### src/rtl/vga_timing_pkg.sv
// vga_timing_pkg: 640x480@60 timing constants and 12-bit colour layout,
// shared by the scan engine and the page renderers.
package vga_timing_pkg;
    typedef logic [9:0] coord_t;

    localparam coord_t H_ACTIVE     = 10'd640;
    localparam coord_t H_FP         = 10'd16;
    localparam coord_t H_SYNC       = 10'd96;
    localparam coord_t H_BP         = 10'd48;
    localparam coord_t H_TOTAL      = H_ACTIVE + H_FP + H_SYNC + H_BP;
    localparam coord_t H_SYNC_START = H_ACTIVE + H_FP;
    localparam coord_t H_SYNC_END   = H_SYNC_START + H_SYNC;

    localparam coord_t V_ACTIVE     = 10'd480;
    localparam coord_t V_FP         = 10'd10;
    localparam coord_t V_SYNC       = 10'd2;
    localparam coord_t V_BP         = 10'd33;
    localparam coord_t V_TOTAL      = V_ACTIVE + V_FP + V_SYNC + V_BP;
    localparam coord_t V_SYNC_START = V_ACTIVE + V_FP;
    localparam coord_t V_SYNC_END   = V_SYNC_START + V_SYNC;

    // Renderer colour word: blue [11:8], green [7:4], red [3:0].
    typedef struct packed {
        logic [3:0] b;
        logic [3:0] g;
        logic [3:0] r;
    } rgb_t;
endpackage

### src/rtl/vga_delay_line.sv
// vga_delay_line: fixed-depth shift register; every stage resets
// asynchronously to RST_VAL so idle sync levels survive reset.
module vga_delay_line #(
    parameter int unsigned      WIDTH   = 1,
    parameter int unsigned      DEPTH   = 1,
    parameter logic [WIDTH-1:0] RST_VAL = '0
) (
    input  logic             clk_i,
    input  logic             rst_i,
    input  logic [WIDTH-1:0] d_i,
    output logic [WIDTH-1:0] q_o
);
    logic [WIDTH-1:0] stage_q [DEPTH];

    always_ff @(posedge clk_i or posedge rst_i) begin
        if (rst_i) begin
            for (int i = 0; i < DEPTH; i++) stage_q[i] <= RST_VAL;
        end else begin
            stage_q[0] <= d_i;
            for (int i = 1; i < DEPTH; i++) stage_q[i] <= stage_q[i-1];
        end
    end

    assign q_o = stage_q[DEPTH-1];
endmodule

### src/rtl/vga_scan_ctrl.sv
// vga_scan_ctrl: VGA scan counters, renderer coordinates, and sync/blank
// delayed by the renderer latency so pins stay aligned with colour.
module vga_scan_ctrl
    import vga_timing_pkg::*;
#(
    parameter int unsigned PIX_LAT = 1,
    parameter coord_t H_ACT   = H_ACTIVE,
    parameter coord_t H_FRONT = H_FP,
    parameter coord_t H_PULSE = H_SYNC,
    parameter coord_t H_BACK  = H_BP,
    parameter coord_t V_ACT   = V_ACTIVE,
    parameter coord_t V_FRONT = V_FP,
    parameter coord_t V_PULSE = V_SYNC,
    parameter coord_t V_BACK  = V_BP
) (
    input  logic        vga_clk,
    input  logic        vga_rst,
    input  logic [11:0] pixel_data,
    output logic [9:0]  x_pos,
    output logic [9:0]  y_pos,
    output logic        frame_start,
    output logic        hs,
    output logic        vs,
    output logic [3:0]  vga_r,
    output logic [3:0]  vga_g,
    output logic [3:0]  vga_b
);
    localparam coord_t H_LAST = H_ACT + H_FRONT + H_PULSE + H_BACK - 10'd1;
    localparam coord_t V_LAST = V_ACT + V_FRONT + V_PULSE + V_BACK - 10'd1;
    localparam coord_t H_SS   = H_ACT + H_FRONT;
    localparam coord_t H_SE   = H_SS + H_PULSE;
    localparam coord_t V_SS   = V_ACT + V_FRONT;
    localparam coord_t V_SE   = V_SS + V_PULSE;

    coord_t h_cnt_q, h_cnt_d, v_cnt_q, v_cnt_d;
    coord_t x_q, x_d, y_q, y_d;
    logic   fs_q, fs_d;
    logic   de0_q, de0_d, hs0_q, hs0_d, vs0_q, vs0_d;
    logic   de_dl, hs_dl, vs_dl;
    rgb_t   rgb_q, rgb_d;
    logic   hs_q, vs_q;

    always_comb begin
        h_cnt_d = (h_cnt_q == H_LAST) ? '0 : h_cnt_q + 10'd1;
        v_cnt_d = (h_cnt_q != H_LAST) ? v_cnt_q : (v_cnt_q == V_LAST) ? '0 : v_cnt_q + 10'd1;
        de0_d   = (h_cnt_q < H_ACT) && (v_cnt_q < V_ACT);
        x_d     = de0_d ? h_cnt_q : '0;
        y_d     = de0_d ? v_cnt_q : '0;
        fs_d    = de0_d && (h_cnt_q == '0) && (v_cnt_q == '0);
        hs0_d   = !((h_cnt_q >= H_SS) && (h_cnt_q < H_SE));
        vs0_d   = !((v_cnt_q >= V_SS) && (v_cnt_q < V_SE));
        rgb_d   = de_dl ? rgb_t'(pixel_data) : '0;
    end

    always_ff @(posedge vga_clk or posedge vga_rst) begin
        if (vga_rst) begin
            h_cnt_q <= '0;
            v_cnt_q <= '0;
            x_q     <= '0;
            y_q     <= '0;
            fs_q    <= 1'b0;
            de0_q   <= 1'b0;
            hs0_q   <= 1'b1;
            vs0_q   <= 1'b1;
            rgb_q   <= '0;
            hs_q    <= 1'b1;
            vs_q    <= 1'b1;
        end else begin
            h_cnt_q <= h_cnt_d;
            v_cnt_q <= v_cnt_d;
            x_q     <= x_d;
            y_q     <= y_d;
            fs_q    <= fs_d;
            de0_q   <= de0_d;
            hs0_q   <= hs0_d;
            vs0_q   <= vs0_d;
            rgb_q   <= rgb_d;
            hs_q    <= hs_dl;
            vs_q    <= vs_dl;
        end
    end

    // Sync/blank wait here while the renderer turns x/y into pixel_data.
    vga_delay_line #(
        .WIDTH  (3),
        .DEPTH  (PIX_LAT),
        .RST_VAL(3'b011)
    ) u_align (
        .clk_i(vga_clk),
        .rst_i(vga_rst),
        .d_i  ({de0_q, hs0_q, vs0_q}),
        .q_o  ({de_dl, hs_dl, vs_dl})
    );

    assign x_pos       = x_q;
    assign y_pos       = y_q;
    assign frame_start = fs_q;
    assign hs          = hs_q;
    assign vs          = vs_q;
    assign vga_r       = rgb_q.r;
    assign vga_g       = rgb_q.g;
    assign vga_b       = rgb_q.b;
endmodule
### config.mk
export PLATFORM = sky130hd
export DESIGN_NAME = vga_scan_ctrl
export DESIGN_NICKNAME = d
export VERILOG_FILES = /design/src/rtl/vga_timing_pkg.sv /design/src/rtl/vga_delay_line.sv /design/src/rtl/vga_scan_ctrl.sv
export SDC_FILE = /design/constraint.sdc
export NUM_CORES = 1
export LEC_CHECK = 0
export BUFFER_PORTS_ARGS = -buffer_cell sky130_fd_sc_hd__buf_2
export CAP_MARGIN = 30
export CORE_MARGIN = 10
export CORE_UTILIZATION = 38
export CTS_BUF_LIST = sky130_fd_sc_hd__clkbuf_4 sky130_fd_sc_hd__clkbuf_8
export DETAILED_ROUTE_END_ITERATION = 16
export PLACE_DENSITY_LB_ADDON = 0.3
export SYNTH_ARGS = -nofsm -noshare
export SYNTH_HDL_FRONTEND = slang
export SYNTH_SLANG_ARGS = --single-unit
### constraint.sdc
create_clock -name vga_clk -period 6.4 [get_ports vga_clk]
set_clock_uncertainty 0.1 [all_clocks]
set_input_delay 0.32 -clock vga_clk [delete_from_list [all_inputs] [get_ports vga_clk]]
set_output_delay 0.32 -clock vga_clk [all_outputs]
set_load 0.01 [all_outputs]
==> results.toml <==
[clock_network]
cts_setup_buffers = 0
clock-sinks = 61
path_clk_slew_ns = 0.07
holdBufCountCts = 0
cts_tree = "done"
cts_buffers = 9
clock_latency_ns = 0.34
cts_resized = 0
ctsRootBufferMaster = "clkbuf_8"
cts.path.max_buffers = 2
cts_max_level = 3

[logic_synthesis]
synth_warnings = 0
muxShareOfSynthArea_pct = 1.25
synthAdderAreaFrac_pct = 2.09
syn-cell-area_mm2 = 0.00239
synth_top_family_by_area = "simple AND/OR/NAND/NOR gates"
synthTopCellsByArea = "dfrtp_1 57%, dfstp_2 6.6%, and2_1 6.5%"
synth_cells = 199
syn-num-nets = 217
synth_simple_gate_area_share_pct = 22.2
synth-compound-area-share_pct = 1.93
synth_cell_type_count = 34
synth_xor_area_share_pct = 3.66
yosysTopAreaCell = "dfrtp_1"
syn_avg_cell_area_um2 = 12.0
yosysSeqAreaShare_pct = 64.1
netlist.area_leader.share_pct = 57.5
ys_ff_latch = 61

[worst_setup_path]
required_ns = 6.52
r2r.worst_path.cells = 6
crit_chain = "inv_1, ha_1, or4b_1, or4_1, a21oi_1, o21ai_1"
max_stage_delay_ns = 0.64
slowest_stage = "or4_1"
critPathMaxFanout = 6
crit_arrival_ns = 2.38
r2r-start = "v_cnt_q[1]"
worstSetupEndpointType = "flip-flop"
startpoint_type = "flip-flop"
critPathKind = "reg -> reg"
r2r_slack_ns = 4.14
cp.buffers_inverters = 1
timing.rr.end = "v_cnt_q[9]"
path_delay_family = "simple AND/OR/NAND/NOR gates"

[drt]
ant_nets = 0
drt_pass1_iterations = 4
via_per_inst = 4.76
routed_wl_um = 4610
dr.first_iter.drc_count = 75
wl_per_cell_um = 14.0
vias = 1562
drc = 0

[die]
die_h_um = 99.4
core_area_mm2 = 0.00603
fp.dieW_um = 99.4
start_util_pct = 39.7
num_rows = 28
die_area_mm2 = 0.00988
ios = 49

[timing]
setup-tns-final_ns = 0
slew_viol_final = 0
final.period_utilization_pct = 35.4
slew_headroom_pct = 51.0
tightest_slew_ns = 0.735
hold_viol = 0
holdWs_ns = 0.0682
fmax_mhz = 442
min_period_ns = 2.26
final-setup-viol-count = 0
rsz0062_at_grt = "false"

[placed_design]
gp_congestion = 0.833
post_dp_cell_area_mm2 = 0.00266
hpwlAfterDp_um = 3090
portBuffers = 48
place_inst = 312

[pwr]
clkPwrFrac_pct = 48.0
internal_power_uw = 627
leakage_uw = 0.00141
vdd_drop_max_uv = 167
power_frac_comb_pct = 2.6
total_power_uw = 791
power_density_mw_per_mm2 = 274
pwr-share-seq_pct = 49.4
power.switching_uw = 165
swShare_pct = 20.8

[grt]
grt_pass1_wl_um = 7770
grt_pass1_vias = 1574
grt_overflow_total = 0
antenna_found_initial = 0
grtUsageTotal_pct = 9.87
grt_max_degree = 62

[layout]
stdcell_area_mm2 = 0.00289
num_antenna_cells = 0
area_delta_synth_final_pct = 20.5
drive_above_1_share_pct = 30.8
final_nets = 266
fillers = 571
fin_cells = 328

[job]
max_cap_violations = 0

[status]
outcome = "completed"

[min_path]
hp-class = "in -> async"
[metal layers]
metal	vias up	GRT usage [%]	part of all wire, %
li1	762	-	-
met1	739	13.2	51
met2	55	12.5	39
met3	6	4.15	7.9
met4	0	6.62	2.0
met5	-	0	0
[per-stage QoR]
step | util (%) | setup WS (ns)
2_1_floorplan | - | 4.31
3_3_place_gp | 44.2 | 4.21
3_5_place_dp | 44.2 | 4.15
4_1_cts | 47.9 | 4.13
5_1_grt | 47.9 | 4.02
6_report | 47.9 | 4.14
[cells in the mapped netlist]
master	number
and2b_2	1
nand4_1	7
o21ai_1	1
inv_1	8
or4_1	2
nand4_2	1
or4b_1	1
o21ai_0	3
and4_1	3
and2_2	1
nor3_1	5
buf_6	2
and2_1	25
and4_2	1
nand2_1	12
clkbuf_1	6
xnor2_1	5
dfstp_2	6
nor2_1	8
o21a_1	1
buf_2	2
ha_1	4
dfrtp_1	55
nand3_1	13
nor4_1	7
conb_1	1
or3_1	1
a21oi_2	1
a21oi_1	2
clkbuf_8	2
xor2_1	5
mux2i_1	3
nand2b_1	1
and3_1	3
[worst max path at each step]
stage	start	end	slack [ns]	depth (start not counted)
floorplan	v_cnt_q[1]	v_cnt_q[2]	4.31	7
CTS	v_cnt_q[1]	v_cnt_q[2]	4.13	6
detailed placement	v_cnt_q[1]	v_cnt_q[2]	4.15	6
global placement	v_cnt_q[1]	v_cnt_q[2]	4.21	6
global route	v_cnt_q[1]	v_cnt_q[9]	4.02	6
finish	v_cnt_q[1]	v_cnt_q[9]	4.14	6
[flip-flops by register name, summed over array words and instances (netlist names), 3 cells and up]
register,flops
x_pos,10
vga_r,4
y_pos,10
vga_g,4
vga_b,4
h_cnt_q,10
u_align.q_o,3
v_cnt_q,10
[power groups by stage]
stage	clock network, µW	logic (µW)	registers [µW]
finish	380	20.6	391
global route	409	24.2	391
CTS	387	21.8	391
detailed placement	0	21.7	398
global placement	0	21.5	398
floorplan	0	8.19	400
[kinds of logic after synthesis]
logic type                 count (synthesis)
DFF                                       61
xor gates and xnor gates                  10
muxes                                      3
and+or+nand+nor                           92
adders and majority gates                  4
AOI/OAI and AO/OA                          8
other                                      1
buffers and inverters                     20
[placed cells by master, fill, tap and decap left out, drive strengths merged, types with 7 or more instances in the layout]
| cell | Yosys | routed |
|---|---|---|
| nor4 | 7 | 7 |
| nor2 | 8 | 8 |
| clkbuf | 8 | 10 |
| dfrtp | 55 | 55 |
| nand4 | 8 | 8 |
| and2 | 26 | 26 |
| buf | 4 | 50 |
| nand3 | 13 | 13 |
| nand2 | 12 | 12 |
| inv | 8 | 8 |
[tightest hold or removal path: stages]
cell and delay (ns):
buf_2 0.10, inv_2 0.03, buf_4 0.56
[area by class of cell]
class	instances	area [µm²]	area share, %
Clock buffer	10	138	4.77
Tap cell	75	93.8	3.25
Clock inverter	6	86.3	2.99
Timing Repair Buffer	50	255	8.85
Sequential cell	61	1530	53.2
Inverter	8	30.0	1.04
Multi-Input combinational cell	118	748	25.9
Power figures use the tool's default switching activity.
